==> config.mk <==
export PLATFORM = sky130hd
export DESIGN_NAME = rst_seq_gen
export DESIGN_NICKNAME = d
export VERILOG_FILES = /design/src/rtl/rst_seq_gen_pkg.sv /design/src/rtl/rst_seq_cnt.sv /design/src/rtl/rst_seq_gen.sv
export SDC_FILE = /design/constraint.sdc
export NUM_CORES = 1
export LEC_CHECK = 0
export BUFFER_PORTS_ARGS = -buffer_cell sky130_fd_sc_hd__buf_2
export CORE_UTILIZATION = 54
export DETAILED_ROUTE_END_ITERATION = 12
export GPL_TIMING_DRIVEN = 0
export PLACE_DENSITY = 0.83
export SLEW_MARGIN = 10
export SYNTH_ARGS = -nofsm -noshare
export SYNTH_HDL_FRONTEND = slang
export SYNTH_SLANG_ARGS = --single-unit
==> constraint.sdc <==
create_clock -name clk -period 1.9 [get_ports clk]
set_input_delay 0.095 -clock clk [delete_from_list [all_inputs] [get_ports clk]]
set_output_delay 0.095 -clock clk [all_outputs]
set_load 0.05 [all_outputs]
==> src/rtl/rst_seq_gen_pkg.sv <==
// Shared FPGA reset-path definitions: sequencer state encoding and default timing.
package rst_seq_gen_pkg;

  // Defaults exceed the deepest downstream synchronizer chain at the slowest clock ratio.
  localparam int unsigned RST_ASSERT_CYCLES  = 16;
  localparam int unsigned RST_STAGGER_CYCLES = 4;

  localparam logic [1:0] RST_ST_ASSERT  = 2'd0;
  localparam logic [1:0] RST_ST_RELEASE = 2'd1;
  localparam logic [1:0] RST_ST_IDLE    = 2'd2;

  typedef enum logic [1:0] {
    ST_ASSERT  = RST_ST_ASSERT,
    ST_RELEASE = RST_ST_RELEASE,
    ST_IDLE    = RST_ST_IDLE
  } rst_state_e;

endpackage

==> src/rtl/rst_seq_cnt.sv <==
// Up-counter with synchronous clear and terminal-count compare; shared by assert and stagger phases.
module rst_seq_cnt #(
  parameter int unsigned W = 4
) (
  input  logic         clk_i,
  input  logic         rst_i,
  input  logic         clr_i,
  input  logic         en_i,
  input  logic [W-1:0] term_i,
  output logic         hit_o
);

  logic [W-1:0] cnt_q;
  logic [W-1:0] cnt_d;

  always_comb begin
    cnt_d = cnt_q;
    if (clr_i) begin
      cnt_d = '0;
    end else if (en_i) begin
      cnt_d = cnt_q + W'(1);
    end
  end

  always_ff @(posedge clk_i or posedge rst_i) begin
    if (rst_i) begin
      cnt_q <= '0;
    end else begin
      cnt_q <= cnt_d;
    end
  end

  assign hit_o = (cnt_q == term_i);

endmodule

==> src/rtl/rst_seq_gen.sv <==
// Staged reset source: holds all outputs asserted, then releases them in index order with a stagger.
module rst_seq_gen
  import rst_seq_gen_pkg::*;
#(
  parameter int unsigned NUM_OUT        = 3,
  parameter int unsigned ASSERT_CYCLES  = RST_ASSERT_CYCLES,
  parameter int unsigned STAGGER_CYCLES = RST_STAGGER_CYCLES
) (
  input  logic               clk,
  input  logic               reset,
  input  logic               req,
  output logic [NUM_OUT-1:0] rst_out,
  output logic               busy,
  output logic               done
);

  localparam int unsigned CNT_W = $clog2(ASSERT_CYCLES + (NUM_OUT - 1) * STAGGER_CYCLES + 1);
  localparam int unsigned IDX_W = (NUM_OUT > 1) ? $clog2(NUM_OUT) : 1;

  rst_state_e         state_q, state_d;
  logic [IDX_W-1:0]   idx_q, idx_d;
  logic [NUM_OUT-1:0] rst_out_q, rst_out_d;
  logic               busy_q, busy_d;
  logic               done_q, done_d;

  logic               cnt_clr;
  logic               cnt_en;
  logic               cnt_hit;
  logic [CNT_W-1:0]   cnt_term;

  assign cnt_term = (state_q == ST_ASSERT) ? CNT_W'(ASSERT_CYCLES - 1)
                                           : CNT_W'(STAGGER_CYCLES - 1);

  rst_seq_cnt #(
    .W (CNT_W)
  ) u_cnt (
    .clk_i  (clk),
    .rst_i  (reset),
    .clr_i  (cnt_clr),
    .en_i   (cnt_en),
    .term_i (cnt_term),
    .hit_o  (cnt_hit)
  );

  always_comb begin
    state_d   = state_q;
    idx_d     = idx_q;
    rst_out_d = rst_out_q;
    busy_d    = busy_q;
    done_d    = 1'b0;
    cnt_clr   = 1'b0;
    cnt_en    = 1'b0;
    // req outranks any release or done that would occur on the same edge
    if (req) begin
      state_d   = ST_ASSERT;
      idx_d     = '0;
      rst_out_d = '1;
      busy_d    = 1'b1;
      cnt_clr   = 1'b1;
    end else begin
      case (state_q)
        ST_ASSERT: begin
          if (cnt_hit) begin
            rst_out_d[0] = 1'b0;
            cnt_clr      = 1'b1;
            if (NUM_OUT == 1) begin
              state_d = ST_IDLE;
              busy_d  = 1'b0;
              done_d  = 1'b1;
            end else begin
              state_d = ST_RELEASE;
              idx_d   = IDX_W'(1);
            end
          end else begin
            cnt_en = 1'b1;
          end
        end
        ST_RELEASE: begin
          if (cnt_hit) begin
            rst_out_d = rst_out_q & ~(NUM_OUT'(1) << idx_q);
            cnt_clr   = 1'b1;
            if (idx_q == IDX_W'(NUM_OUT - 1)) begin
              state_d = ST_IDLE;
              busy_d  = 1'b0;
              done_d  = 1'b1;
            end else begin
              idx_d = idx_q + IDX_W'(1);
            end
          end else begin
            cnt_en = 1'b1;
          end
        end
        default: begin
        end
      endcase
    end
  end

  always_ff @(posedge clk or posedge reset) begin
    if (reset) begin
      state_q   <= ST_ASSERT;
      idx_q     <= '0;
      rst_out_q <= '1;
      busy_q    <= 1'b1;
      done_q    <= 1'b0;
    end else begin
      state_q   <= state_d;
      idx_q     <= idx_d;
      rst_out_q <= rst_out_d;
      busy_q    <= busy_d;
      done_q    <= done_d;
    end
  end

  assign rst_out = rst_out_q;
  assign busy    = busy_q;
  assign done    = done_q;

endmodule

==> out/results.tsv, run 1 <==
metric	value	unit
crit_fanout	5	
placeableCoreArea	0.001186	sq mm
worstSkewPairLatency	0.28	ns
layout_common_cells	dfrtp_1, buf_2, inv_1	
final_layout_size_suffix_gt1_share	19.10	%
tritoncts_clock_tree	built	
max_cap_viol_count	0	
route.detailed.vias_per_inst	5.621	
synthesis_warnings	0	
crit_path_top_delay_cell	nor4b_1	
slowest_delay	0.50	ns
drtPass1Iterations	4	
post_synth_inst_count	77	
area_enclosed_by_the_die_boundary	0.001526	sq mm
cp_top_family	simple AND/OR/NAND/NOR gates	
grt_start_max_net_pins	15	
synth_cell_types	31	
yosysSeqAreaShare	47.89	%
routed-via-count	579	
buffer_ports.inserted	7	
worst-endpoint-required	2.08	ns
drc	0	
rsz0062_at_grt	false	
static-leakage-power	0.3367	nW
globalRouteOverflowTotal	0	
n_antenna_cell	0	
finClkSkew	0.002936	ns
tightest_slew	0.5354	ns
die_x_extent	39.07	um
clock_pin_slew_on_the_worst_setup_and_hold_paths	0.09	ns
ioPinCount	8	
wirelength	1.328	mm
timing.final.ws_setup	0.2288	ns
cts.sink_count	14	
postLayoutCoreUtil	70.89	%
vdd_ir_drop_max	0.0004724	V
achievable-frequency	0.5984	GHz
syn_to_final_growth	13.32	%
hold_violations_final	0	
fp-row-count	12	
layout_worst_path_cycle_share	87.96	%
die_h	39.07	um
routedWlPerCell	12.89	um
antenna_found_initial	0	
ctsHoldBuffers	1	
synthesis.area	742.0	sq um
max_h_tree_level	1	
grt_pass1_wl	2.070	mm
tns	0	ns
power.density	667.7	mW/mm^2
post-cts-setup-buffers	0	
outcome	finished, final reports clean	
cts_resized	0	
clockRootBuffer	clkbuf_4	
globalplace.congestion	0.7259	
worst-path-buf-inv	0	
layout_commonest_cell	dfrtp_1	
hold_path_class	in2reg	
setup_viol_count_final	0	
postSynthRegisterBits	14	
worst_hold_slack	0.1175	ns
estimated_wirelength_of_the_detail_placed_design	935.5	um
path_class	reg2reg	
critical_path.endpoint_type	register	
grt_use_total	21.17	%
floorplan.initialDensity	62.55	%
period_minus_slack	1.671	ns
place_ws	0.2397	ns
max_slew_margin	63.80	%
drtAntennaViolNets	0	
cp_cell_sequence	ha_1 -> nand2b_1 -> nor4b_1 -> a31oi_1 -> o21a_1	
arrival	1.85	ns
final-max-slew-violation-count	0	
launching_element_type_of_the_critical_path	register	
nets	97	
vias_in_the_first_global_route	484	
detail_route.iter0.violations	15	
syn_area_per_cell	9.636	sq um
clock_path_buffers	2	
synth_fp_nets	84	
cts_buffers	3	
[Yosys cell counts]
master | instances | area (sq um)
a41oi_1 | 1 | 8.760
ha_1 | 4 | 50.05
nor2_1 | 6 | 22.52
inv_1 | 7 | 26.28
nor4b_1 | 1 | 8.760
nand3b_1 | 2 | 15.01
nand2b_1 | 2 | 12.51
a21o_1 | 3 | 22.52
a21oi_1 | 3 | 15.01
a31oi_1 | 2 | 12.51
o21a_1 | 1 | 7.510
nor3b_1 | 1 | 7.510
o22ai_1 | 2 | 12.51
clkbuf_1 | 2 | 7.510
o21ai_0 | 4 | 20.02
dfrtp_1 | 10 | 250.2
buf_6 | 1 | 11.26
dfstp_2 | 4 | 105.1
or3b_1 | 1 | 8.760
or2_1 | 1 | 6.260
mux2i_1 | 1 | 10.01
buf_2 | 1 | 5.000
nor2b_1 | 2 | 12.51
or3_1 | 3 | 18.77
a211oi_1 | 1 | 7.510
nand2_1 | 5 | 18.77
nand4_1 | 1 | 6.260
a211o_1 | 1 | 8.760
o31ai_1 | 1 | 7.510
nand3_1 | 2 | 10.01
nor4_1 | 1 | 6.260
[final timing paths]
| kind | endpoint | slack (ns) | from | cells past startpoint |
|---|---|---|---|---|
| min in group asynchronous | u_cnt.cnt_q[3] | 0.41 | reset | 3 |
| worst min-delay path | idx_q[0] | 0.12 | req | 3 |
| worst min register to register | rst_out[0] | 0.50 | rst_out[0] | 2 |
| worst max register to register | idx_q[0] | 0.23 | u_cnt.cnt_q[0] | 5 |
| worst max-delay path | idx_q[0] | 0.23 | u_cnt.cnt_q[0] | 5 |
| max in group asynchronous | rst_out[1] | 1.13 | reset | 3 |
[worst reg2reg max path: stages, from the launching register on]
cell and delay, ns:
dfrtp_1 0.40, ha_1 0.22, nand2b_1 0.15, nor4b_1 0.50, a31oi_1 0.17, o21a_1 0.13
[sequential cells by signal, indices dropped and copies added (netlist names)]
name,cells
idx_q,2
done,1
state_q,2
busy,1
rst_out,3
u_cnt.cnt_q,5
[kinds of logic after synthesis]
logic type | synth area share, %
muxes | 1.349
AOI/OAI and AO/OA | 16.53
DFF | 47.89
buffers and inverters | 6.746
adders and majority gates | 6.746
and+or+nand+nor | 20.74
[final cells by class]
| type | count | area, sq um |
|---|---|---|
| inverters | 7 | 26.28 |
| well taps | 14 | 17.52 |
| clock buffers | 4 | 36.28 |
| repair buffers | 8 | 45.04 |
| fillers | 95 | 345.3 |
| plain buffers | 4 | 23.77 |
| multi-input cells | 52 | 336.6 |
| flip-flops and latches | 14 | 355.3 |
[through the flow]
step,power [mW],instances,cell area (sq um)
floorplan,0.3380,77,742.0
global placement,0.3476,98,794.5
detailed placement,0.3485,98,794.5
CTS,0.5649,103,840.8
global route,0.5853,103,840.8
finish,0.5614,103,840.8
[metal layers]
| metal | track usage [%] | share of wire, % | vias to the layer above |
|---|---|---|---|
| li1 | - | - | 293 |
| met1 | 26.01 | 47 | 270 |
| met2 | 32.92 | 48 | 12 |
| met3 | 5.202 | 2.6 | 4 |
| met4 | 12.93 | 2.0 | 0 |
| met5 | 0 | 0 | - |
[power breakdown]
| group | leakage [nW] | internal (mW) | switching [mW] | total [mW] |
|---|---|---|---|---|
| combinational | 0.136 | 0.0133 | 0.0234 | 0.0367 |
| sequential | 0.179 | 0.303 | 0.00393 | 0.307 |
| clock | 0.0210 | 0.117 | 0.101 | 0.217 |
| total | 0.337 | 0.433 | 0.128 | 0.561 |
No activity file was read; power rests on OpenSTA's default activity.
==> run 2: changes to the inputs <==
Settings changed: RECOVER_POWER from default to 50.
==> run 2 against run 1 <==
  * Clock-buffer cell count unchanged
  * Global-route usage unchanged
  * Clock skew about the same
  * Combinational power about the same
  * Design area down 0.15%
  * Critical path type unchanged
  * Largest power group unchanged
==> out/results.tsv, run 2 (same netlist as run 1, synthesis figures left out) <==
metric	value	unit	change
floorplan.initialDensity	62.55	%	unchanged
period_minus_slack	1.665	ns	was 1.671 ns
post-cts-setup-buffers	0		unchanged
worst-path-buf-inv	1		was 0
wirelength	1.329	mm	was 1.328 mm
n_antenna_cell	0		unchanged
max_h_tree_level	1		unchanged
cts_resized	0		unchanged
ioPinCount	8		unchanged
cp_cell_sequence	buf_2 -> or3b_1 -> a211o_1 -> or2_1 -> a21o_1		was ha_1 -> nand2b_1 -> nor4b_1 -> a31oi_1 -> o21a_1
static-leakage-power	0.3323	nW	was 0.3367 nW
antenna_found_initial	0		unchanged
grt_start_max_net_pins	15		unchanged
layout_worst_path_cycle_share	87.63	%	was 87.96%
cts_buffers	3		unchanged
rsz0062_at_grt	false		unchanged
power.switching_fraction	22.77	%	was 22.80%
die_h	39.07	um	unchanged
globalplace.congestion	0.7259		unchanged
regArea	355.3	sq um	unchanged
crit_fanout	9		was 5
max_cap_viol_count	0		unchanged
fp-row-count	12		unchanged
cts.sink_count	14		unchanged
globalRouteOverflowTotal	0		unchanged
finalNonFillerCells	103		unchanged
met3_length	27	um	was 35 um
worst-endpoint-required	2.12	ns	was 2.08 ns
power.density	668.5	mW/mm^2	was 667.7 mW/mm^2
max_flop_register	u_cnt.cnt_q		unchanged
hold_violations_final	0		unchanged
power.net_switching	0.1278	mW	was 0.1280 mW
drc	0		unchanged
grt_pass1_wl	2.070	mm	unchanged
syn_to_final_growth	13.15	%	was 13.32%
route.detailed.vias_per_inst	5.553		was 5.621
grt_use_total	21.17	%	unchanged
routedWlPerCell	12.90	um	was 12.89 um
estimated_wirelength_of_the_detail_placed_design	935.5	um	unchanged
clockPowerShare	38.7	%	about the same
tritoncts_clock_tree	built		unchanged
worstSkewPairLatency	0.28	ns	about the same
routed-wl-met2	628	um	was 634 um
layout_common_cells	dfrtp_1, inv_1, buf_2		was dfrtp_1, buf_2, inv_1
multi_input_comb_area	336.6	sq um	unchanged
tightest_slew	0.5884	ns	was 0.5354 ns
cp_top_family	simple AND/OR/NAND/NOR gates		unchanged
area_enclosed_by_the_die_boundary	0.001526	sq mm	unchanged
clock_pin_slew_on_the_worst_setup_and_hold_paths	0.09	ns	about the same
p_int	0.4334	mW	about the same
max_slew_margin	60.94	%	was 63.80%
tns	0	ns	unchanged
dp_cells	98		unchanged
drtPass1Iterations	4		unchanged
final_layout_size_suffix_gt1_share	17.98	%	was 19.10%
setup_viol_count_final	0		unchanged
layout_commonest_cell	dfrtp_1		unchanged
outcome	finished, final reports clean		unchanged
route.top_layer_used	met4		unchanged
path_class	reg2reg		unchanged
clockRootBuffer	clkbuf_4		unchanged
buffer_ports.inserted	7		unchanged
nets	97		unchanged
crit_path_top_delay_cell	dfrtp_1		was nor4b_1
clock_path_buffers	2		unchanged
route.layer.met1.wl	645	um	was 629 um
slowest_delay	0.36	ns	was 0.50 ns
hold_path_class	in2reg		unchanged
vdd_ir_drop_max	0.0004724	V	about the same
routed-via-count	572		was 579
max_ffs_per_register	5		unchanged
launching_element_type_of_the_critical_path	register		unchanged
power.combinational.fraction	6.5	%	about the same
die_x_extent	39.07	um	unchanged
detail_route.iter0.violations	15		unchanged
arrival	1.89	ns	was 1.85 ns
placeableCoreArea	0.001186	sq mm	unchanged
finClkSkew	0.002907	ns	was 0.002936 ns
final-max-slew-violation-count	0		unchanged
n_fill_cell	95		unchanged
worst_hold_slack	0.1177	ns	was 0.1175 ns
share_seq_of_total_power	54.8	%	was 54.7%
achievable-frequency	0.6006	GHz	was 0.5984 GHz
postLayoutCoreUtil	70.78	%	was 70.89%
critical_path.endpoint_type	register		unchanged
vias_in_the_first_global_route	484		unchanged
drtAntennaViolNets	0		unchanged
==> run 2: area by class of cell <==
type / instances / share of cell area [%]
Clock buffer: 4 / 4.322
Tap cell: 14 / 2.086
Multi-Input combinational cell: 52 / 40.09
Timing Repair Buffer: 8 / 5.216
Sequential cell: 14 / 42.32
Inverter: 7 / 3.130
Buffer: 4 / 2.832
==> run 2: final timing paths <==
check	start	to	slack, ns	cells past startpoint
worst max-delay path	u_cnt.cnt_q[3]	rst_out[2]	0.24	5
worst min-delay path	req	idx_q[0]	0.12	3
worst max register to register	u_cnt.cnt_q[3]	rst_out[2]	0.24	5
worst min register to register	rst_out[0]	rst_out[0]	0.50	2
max in group asynchronous	reset	rst_out[1]	1.13	3
min in group asynchronous	reset	u_cnt.cnt_q[3]	0.40	3
==> run 2: stage by stage <==
stage	setup WS [ns]	total power, mW	cell area [sq um]
after floorplan	0.3041	0.3380	742.0
after global placement	0.2538	0.3476	794.5
after detailed placement	0.2397	0.3485	794.5
after CTS	0.2258	0.5649	840.8
after global routing	0.1228	0.5853	839.6
final	0.2350	0.5612	839.6
==> run 2: worst register-to-register path: cells and delay by family, from the launching register on <==
kind	cells	cell delay [ns]
simple gates	2	0.59
flops	1	0.36
compound gates	2	0.49
buf+inv	1	0.16
==> run 2: power groups by stage <==
stage | registers, mW | clock network, mW | logic, mW
5_1_grt | 0.308 | 0.236 | 0.0417
4_1_cts | 0.307 | 0.220 | 0.0371
6_report | 0.307 | 0.217 | 0.0366
2_1_floorplan | 0.312 | 0 | 0.0260
3_3_place_gp | 0.313 | 0 | 0.0345
3_5_place_dp | 0.313 | 0 | 0.0355
==> run 2: per-layer routing <==
metal | vias up | track usage (%)
li1 | 294 | -
met3 | 4 | 5.202
met5 | - | 0
met1 | 268 | 26.01
met4 | 0 | 12.93
met2 | 6 | 32.92
==> run 2: what timing repair did <==
action,4_1_cts,5_1_grt
hold buffers,1,0
endpoints found under the hold margin,10,0
setup endpoints to repair,0,0
==> run 3: changes to the inputs <==
Settings changed: CORE_AREA from default to 2 2 39 41, CORE_UTILIZATION 54 to default, CTS_BUF_LIST from default to sky130_fd_sc_hd__clkbuf_4 sky130_fd_sc_hd__clkbuf_8, DIE_AREA from default to 0 0 41 43, PLACE_DENSITY 0.83 to 0.84, SYNTH_HIERARCHICAL from default to 1.
==> run 3 against run 2 <==
  * Critical path depth is 2 higher
  * Final cell count fell by 2.9%
  * Sequential power barely moved
  * Flip-flop and latch count did not move
  * Combinational power rose by 14%
  * Setup slack got worse by 0.075 ns
  * Register-to-register slack got worse by 0.08 ns
  * Via count down 12%
  * Hold slack better by 0.0044 ns
  * Global-route usage decreased by 0.82 points
==> out/results.tsv, run 3 <==
metric	value	unit	change
outcome	finished, final reports clean		unchanged
crit_path_top_delay_cell	dfrtp_1		unchanged
slowest_delay	0.45	ns	was 0.36 ns
hold_violations_final	0		unchanged
syn_to_final_growth	16.95	%	was 13.15%
clock_path_buffers	2		unchanged
worst-path-buf-inv	0		was 1
clockRootBuffer	clkbuf_4		unchanged
arrival	1.94	ns	was 1.89 ns
postLayoutCoreUtil	61.75	%	was 70.78%
setup_viol_count_final	0		unchanged
postSynthRegisterBits	14		unchanged
path_class	reg2reg		unchanged
drc	0		unchanged
static-leakage-power	0.3854	nW	was 0.3323 nW
tns	0	ns	unchanged
syn_area_per_cell	10.29	sq um	was 9.636 sq um
routed-via-count	506		was 572
yosysTopAreaCellShare	34.25	%	was 33.73%
most_frequent_cells_after_synthesis	dfrtp_1, nor2_1, ha_1, inv_1, xor2_1		was dfrtp_1, inv_1, nor2_1
globalplace.congestion	0.8149		was 0.7259
rsz0062_at_grt	false		unchanged
synth_cell_types	26		was 31
placeableCoreArea	0.001384	sq mm	was 0.001186 sq mm
synth.area.top_cells	dfrtp_1, dfstp_2, ha_1		unchanged
cts.sink_count	14		unchanged
clock_pin_slew_on_the_worst_setup_and_hold_paths	0.08	ns	was 0.09 ns
crit_fanout	6		was 9
synth_most_common_cell	dfrtp_1		unchanged
grt_start_max_net_pins	11		was 15
floorplan.initialDensity	52.80	%	was 62.55%
max_slew_margin	60.05	%	was 60.94%
worstSkewPairLatency	0.28	ns	about the same
finalNonFillerCells	100		was 103
estimated_wirelength_of_the_detail_placed_design	920.2	um	was 935.5 um
area_enclosed_by_the_die_boundary	0.001763	sq mm	was 0.001526 sq mm
cts_buffers	3		unchanged
hold_path_class	in2reg		unchanged
globalRouteOverflowTotal	0		unchanged
launching_element_type_of_the_critical_path	register		unchanged
yosysSeqAreaShare	48.63	%	was 47.89%
cp_cell_sequence	nor2_1 -> xor2_1 -> nor3_4 -> nor3_4 -> nand2_1 -> xor2_1 -> nor2_1		was buf_2 -> or3b_1 -> a211o_1 -> or2_1 -> a21o_1
cp_top_family	simple AND/OR/NAND/NOR gates		unchanged
fp-row-count	14		was 12
antenna_found_initial	0		unchanged
grt_pass1_wl	2.380	mm	was 2.070 mm
achievable-frequency	0.5746	GHz	was 0.6006 GHz
post_synth_inst_count	71		was 77
max_flop_register	u_cnt/cnt_q		was u_cnt.cnt_q
synthesis.area	730.7	sq um	was 742.0 sq um
tritoncts_clock_tree	built		unchanged
layout_worst_path_cycle_share	91.59	%	was 87.63%
drtPass1Iterations	4		unchanged
vdd_ir_drop_max	0.0004450	V	was 0.0004724 V
final-max-slew-violation-count	0		unchanged
n_antenna_cell	0		unchanged
die_h	43	um	was 39.07 um
worst-endpoint-required	2.10	ns	was 2.12 ns
period_minus_slack	1.740	ns	was 1.665 ns
grt_use_total	20.35	%	was 21.17%
nets	93		was 97
power.density	658.4	mW/mm^2	was 668.5 mW/mm^2
wirelength	1.281	mm	was 1.329 mm
main_flop_type_after_synthesis	dfrtp_1		unchanged
dp_cells	95		was 98
vias_in_the_first_global_route	526		was 484
buffer_ports.inserted	7		unchanged
synth_top_area_cell	dfrtp_1		unchanged
synthArstFlopShare	100.0	%	unchanged
max_cap_viol_count	0		unchanged
detail_route.iter0.violations	11		was 15
layout_commonest_cell	dfrtp_1		unchanged
route.detailed.vias_per_inst	5.060		was 5.553
final_layout_size_suffix_gt1_share	16.67	%	was 17.98%
routedWlPerCell	12.81	um	was 12.90 um
finClkSkew	0.004124	ns	was 0.002907 ns
layout_common_cells	dfrtp_1, nor2_1, inv_1, ha_1, xor2_1		was dfrtp_1, inv_1, buf_2
tightest_slew	0.6018	ns	was 0.5884 ns
die_x_extent	41	um	was 39.07 um
synthesis_warnings	6		was 0
synth_edf_count	0		unchanged
critical_path.endpoint_type	register		unchanged
max_h_tree_level	1		unchanged
drtAntennaViolNets	0		unchanged
report.power.total	0.5627	mW	was 0.5612 mW
ioPinCount	8		unchanged
max_ffs_per_register	5		unchanged
==> run 3: cell types whose count changed in the layout (fill, tap and decap cells not counted), sizes merged, moves of 3 or more <==
cell,previous run,this run
nand2,5,1
xor2,0,5
o21ai,4,1
buf,8,4
or3,3,0
xnor2,0,4
conb,0,3
==> run 3: final timing paths <==
kind	slack (ns)	cells past startpoint	endpoint	start
worst max register to register	0.16	7	u_cnt/cnt_q[2]	state_q[1]
worst min register to register	0.49	2	rst_out[0]	rst_out[0]
worst max-delay path	0.16	7	u_cnt/cnt_q[2]	state_q[1]
max in group asynchronous	1.28	3	rst_out[0]	reset
min in group asynchronous	0.26	3	u_cnt/cnt_q[0]	reset
worst min-delay path	0.12	3	idx_q[1]	req
==> run 3: power breakdown <==
group          leakage (nW)  internal, mW  switching [mW]
Clock                0.0210         0.117          0.0951
Sequential            0.180         0.303         0.00656
Combinational         0.184        0.0179          0.0239
Total                 0.385         0.437           0.126
==> run 3: cell type report <==
class | instances | area (sq um)
inverter | 5 | 18.77
tap | 16 | 20.02
sequential | 14 | 355.3
buffer | 1 | 3.754
multi-input combinational | 52 | 379.1
clock buffer | 4 | 36.28
timing repair buffer | 8 | 41.29
fill | 108 | 529.3
==> run 3: routing by layer <==
| layer | global-route usage [%] | up-vias | wire (um) |
|---|---|---|---|
| li1 | - | 258 | - |
| met1 | 28.62 | 233 | 584 |
| met2 | 27.50 | 9 | 632 |
| met3 | 4.188 | 6 | 32 |
| met4 | 13.33 | 0 | 31 |
| met5 | 0 | - | 0 |
==> run 3: cells by family (layout without fill, tap and decap cells) <==
family / after synthesis / count (layout) / share of synthesized area [%]
other: 2 / 3 / 1.028
AND/OR/NAND/NOR: 24 / 24 / 17.81
buffers and inverters: 6 / 18 / 3.082
XOR/XNOR: 9 / 9 / 10.79
multiplexers: 1 / 1 / 1.370
AO/OA/AOI/OAI: 10 / 10 / 8.733
adder cells (fa/ha/maj): 5 / 5 / 8.562
flip-flops: 14 / 14 / 48.63
==> run 3: through the flow <==
stage	area, sq um	setup WS [ns]	hold slack [ns]
global placement	789.5	-0.01009	0.006357
floorplan	734.5	0.1853	-0.1265
finish	854.6	0.1597	0.1221
detailed placement	789.5	-0.02900	0.01895
CTS	845.8	0.1479	0.1144
global route	854.6	0.04463	0.1233
==> run 3: repair_timing <==
| item | CTS | global route |
|---|---|---|
| hold buffers | 1 | 0 |
| hold endpoints to repair | 10 | 0 |
| setup buffers | 0 | 0 |
| endpoints found under the setup margin | 3 | 4 |
| resized for setup | 2 | 2 |
==> run 3: tightest hold or removal path, delay by kind of cell <==
family | cells | cell delay [ns]
and+or+nand+nor | 1 | 0.10
buffers and inverters | 1 | 0.10
AOI/OAI and AO/OA | 1 | 0.06
